==> config.mk <==
export PLATFORM = sky130hd
export DESIGN_NAME = demux_8_bank
export DESIGN_NICKNAME = d
export VERILOG_FILES = /design/src/rtl/demux_8_pkg.sv /design/src/rtl/demux_slot.sv /design/src/rtl/demux_8_bank.sv
export SDC_FILE = /design/constraint.sdc
export NUM_CORES = 1
export LEC_CHECK = 0
export CAP_MARGIN = 10
export CELL_PAD_IN_SITES_DETAIL_PLACEMENT = 1
export CELL_PAD_IN_SITES_GLOBAL_PLACEMENT = 1
export CORE_ASPECT_RATIO = 0.75
export CORE_MARGIN = 2
export CORE_UTILIZATION = 41
export DETAILED_ROUTE_END_ITERATION = 8
export PLACE_DENSITY_LB_ADDON = 0.1
export SLEW_MARGIN = 20
export SYNTH_ARGS = -nofsm -noshare
export SYNTH_HDL_FRONTEND = slang
export SYNTH_HIERARCHICAL = 1
export SYNTH_SLANG_ARGS = --single-unit
==> constraint.sdc <==
create_clock -name clk -period 5.31 [get_ports clk]
set_input_delay 1.062 -clock clk [delete_from_list [all_inputs] [get_ports clk]]
set_output_delay 1.062 -clock clk [all_outputs]
set_load 0.01 [all_outputs]
==> src/rtl/demux_8_pkg.sv <==
// Shared constants and helpers for the 8-channel banked demultiplexer.
package demux_8_pkg;

  localparam int unsigned NCH      = 8;
  localparam int unsigned SEL_W    = 3;
  localparam logic [7:0]  DROP_MAX = 8'd255;

  function automatic logic [NCH-1:0] sel_onehot(input logic [SEL_W-1:0] sel);
    logic [NCH-1:0] oh;
    oh      = '0;
    oh[sel] = 1'b1;
    return oh;
  endfunction

endpackage

==> src/rtl/demux_slot.sv <==
// One-entry holding register for a single output channel of the demux bank.
module demux_slot #(
  parameter int unsigned WIDTH = 8
) (
  input  logic             clk,
  input  logic             rst_n,
  input  logic             load,
  input  logic             ack,
  input  logic [WIDTH-1:0] load_data,
  output logic [WIDTH-1:0] data,
  output logic             valid
);

  // A reload wins over an ack on the same edge so a draining consumer sees no bubble.
  always_ff @(posedge clk or negedge rst_n) begin
    if (!rst_n) begin
      data  <= '0;
      valid <= 1'b0;
    end else if (load) begin
      data  <= load_data;
      valid <= 1'b1;
    end else if (ack && valid) begin
      valid <= 1'b0;
    end
  end

endmodule

==> src/rtl/demux_8_bank.sv <==
// Routes one input word to one or all of eight holding channels; counts stalled cycles.
module demux_8_bank
  import demux_8_pkg::*;
#(
  parameter int unsigned WIDTH = 8
) (
  input  logic                 clk,
  input  logic                 rst_n,
  input  logic [WIDTH-1:0]     in_data,
  input  logic [SEL_W-1:0]     in_sel,
  input  logic                 in_bcast,
  input  logic                 in_valid,
  output logic                 in_ready,
  output logic [NCH*WIDTH-1:0] out_data,
  output logic [NCH-1:0]       out_valid,
  input  logic [NCH-1:0]       out_ack,
  output logic [7:0]           drop_cnt
);

  logic [NCH-1:0] free;
  logic [NCH-1:0] load;
  logic           xfer;

  // A channel can take a word if it is empty or is being drained this edge.
  always_comb begin
    free     = ~out_valid | out_ack;
    in_ready = in_bcast ? (&free) : free[in_sel];
    xfer     = in_valid & in_ready;
    load     = '0;
    if (xfer) begin
      load = in_bcast ? {NCH{1'b1}} : sel_onehot(in_sel);
    end
  end

  for (genvar k = 0; k < NCH; k++) begin : g_slot
    demux_slot #(
      .WIDTH(WIDTH)
    ) u_slot (
      .clk      (clk),
      .rst_n    (rst_n),
      .load     (load[k]),
      .ack      (out_ack[k]),
      .load_data(in_data),
      .data     (out_data[k*WIDTH +: WIDTH]),
      .valid    (out_valid[k])
    );
  end

  always_ff @(posedge clk or negedge rst_n) begin
    if (!rst_n) begin
      drop_cnt <= '0;
    end else if (in_valid && !in_ready && (drop_cnt != DROP_MAX)) begin
      drop_cnt <= drop_cnt + 8'd1;
    end
  end

endmodule

==> metrics.txt <==
1st-iter DRT viols=67; clock latency on the worst-skew pair=330 ps; CTS Sinks=80; clk_skew=3.67 ps; worst-case clock buffer depth=2; Area growth, synth to finish=38.3%; clock slew at reported path FFs=60 ps; WP data arrival=3420 ps; Worst Reg2Reg Path Length in Cells=7; die height=85.3 um; Post-Syn Nets=261; synthesized area=3610 um2; pin count of the biggest net entering global routing=81; peak supply drop=270 uV; max-cap viol count=0; Die ar.=9590 um2; hold-critical path endpoint=g_slot[7].u_slot/valid; Static Leak=2.22 nW; Period Utilization, post-route=0.844; CP max FO=10; RePlAce Congestion=0.779; CTS Buf Count=9; ys flop type=dfrtp_1; highest-count cells in the layout ignoring fill and taps=clkdlybuf4s50_1, dfrtp_1, mux2_4; Pre-antenna DRT Iters=4; top cell type's share of synthesized area=0.554; #FFs+latches synth=80; Worst Path Required=4250 ps; hpwl dp=6.02 mm; status=completed; slowest CP cell=clkdlybuf4s50_1; register area share after synthesis=0.554; Residual DRC=0; nets@finish=366; hold slack=slightly above 500 ps; largest area contributor in the netlist=dfrtp_1; vias in the first global route=about 2,400; max-slew violation count=0; Syn Inst Count=237; reg-to-reg startpoint=g_slot[7].u_slot/valid; FF-to-FF End=g_slot[6].u_slot/data[3]; I/O Pins=104; Syn Area/Cell=15.2 um2; first-pass GRT wire length=14.1 mm; # hold bufs at CTS=0; synth unique cells=30; Avg WL per Cell=19.9 um; RSZ-0062 raised after global routing=false; IO buf count=between 100 and 150; Min-Delay Path Class=reg -> reg; Post-synth EDFFs=0; via count=2,301; total congestion overflow=0; CP Cell Sequence=clkdlybuf4s50_1, or3b_1, o22ai_1, a31oi_1, and3_2, or2_2, clkdlybuf4s50_1; worst hold path stage count=1; critical path's largest stage delay=590 ps; Synth area leaders=dfrtp_1, mux2_4, buf_6, a21o_2, xnor2_1; antenna violations before repair=0; Hold Fails Final Rpt=0; power per cell area=465 nW/um2; Detailed Route WL=9.00 mm; final setup vio count=0; H-tree levels=3; die width=112 um; yosys warns=6; post-CTS setup buffer count=0; # fillers=843; Root Buffer=clkbuf_16; startpoint type of the worst setup path=primary input; ANT cells=0; R2R setup slack=2740 ps; Crit. End Element=output port; DR vias/cell=between 5 and 6; FFs w/ async S/R, synth=1.00; Max Fclk=between 0.2 and 0.25 GHz; core area=8530 um2; Worst Hold Launch=g_slot[7].u_slot/valid; starting density of the core=0.424; most common cell after layout, fill and taps aside=clkdlybuf4s50_1; WS Path Type=in -> out; max_slew headroom=0.319; Global Route Usage Sum=0.198; Crit path top cell by count=clkdlybuf4s50_1; share of layout cells above drive strength 1=0.290; worst-margin pin slew=1020 ps; row cnt=29; Post-DRT Antenna Nets=0; post-cts gate resize count=0; CTS tree=built; TNS Setup=0 ps; Tmin final=4480 ps
## power breakdown
group,switching [mW],total [mW],internal [mW]
Sequential,0.123,0.903,0.780
Clock,0.232,0.615,0.383
Combinational,0.283,0.807,0.524
## critical path, delay by kind of cell
| family | cells | cell delay [ps] |
|---|---|---|
| buffers and inverters | 2 | 1070 |
| AO/OA/AOI/OAI | 2 | 270 |
| AND/OR/NAND/NOR | 3 | 1010 |
## kinds of logic after synthesis
family                     count (synthesis)  synth area share
AOI/OAI and AO/OA                         25            0.0537
xor gates and xnor gates                   7            0.0170
adders and majority gates                  1           0.00346
buffers and inverters                     23            0.0447
DFF                                       80             0.554
muxes                                     66             0.272
and+or+nand+nor                           35            0.0554
## layer usage
layer  vias up  share of wire  GRT usage  wire length, um
met1      1183           0.47      0.272             4210
met3         5          0.065     0.0707              588
met2        77           0.46      0.298             4130
met5         -              0          0                0
li1       1036              -          -                -
met4         0         0.0072     0.0599               65
## synth_stat cells (all sizes together) (2+ instances only)
cell type  number
o21ai           2
buf            10
nand2b          7
nand3           3
inv            13
nand3b          3
or3b            2
dfrtp          80
nand2           5
nand4           3
a21o            8
a31oi           4
a21oi           8
xnor2           6
mux2           65
nor2            5
and3            4
## state kept, by name, summed over array words and instances, names as in the netlist
register / cells
g_slot.u_slot/data: 64
drop_cnt: 8
g_slot.u_slot/valid: 8
## stage by stage
stage	power [mW]	setup slack, ps	std cells	cell area (um2)	utilization
after floorplan	1.27	1920	237	3610	-
after global placement	1.70	915	439	4700	0.551
after detailed placement	1.72	841	439	4700	0.551
after CTS	2.36	836	453	4990	0.585
after global routing	2.44	712	453	5000	0.586
final	2.33	828	453	5000	0.586
## worst max-delay path by stage
stage               end  slack, ps       from
2_1_floorplan  in_ready       1920  in_sel[1]
6_report       in_ready        830  in_sel[2]
4_1_cts        in_ready        840  in_sel[2]
3_5_place_dp   in_ready        840  in_sel[2]
3_3_place_gp   in_ready        910  in_sel[2]
5_1_grt        in_ready        710  in_sel[2]
## area by class of cell
type	instances	area, um2	share of cell area
Sequential cell	80	2000	0.401
Multi-Input combinational cell	134	1480	0.295
Timing Repair Buffer	104	1040	0.208
Clock buffer	11	253	0.0506
Tap cell	108	135	0.0270
Inverter	13	48.8	0.00977
Clock inverter	3	42.5	0.00851
Power figures use the tool's default switching activity.
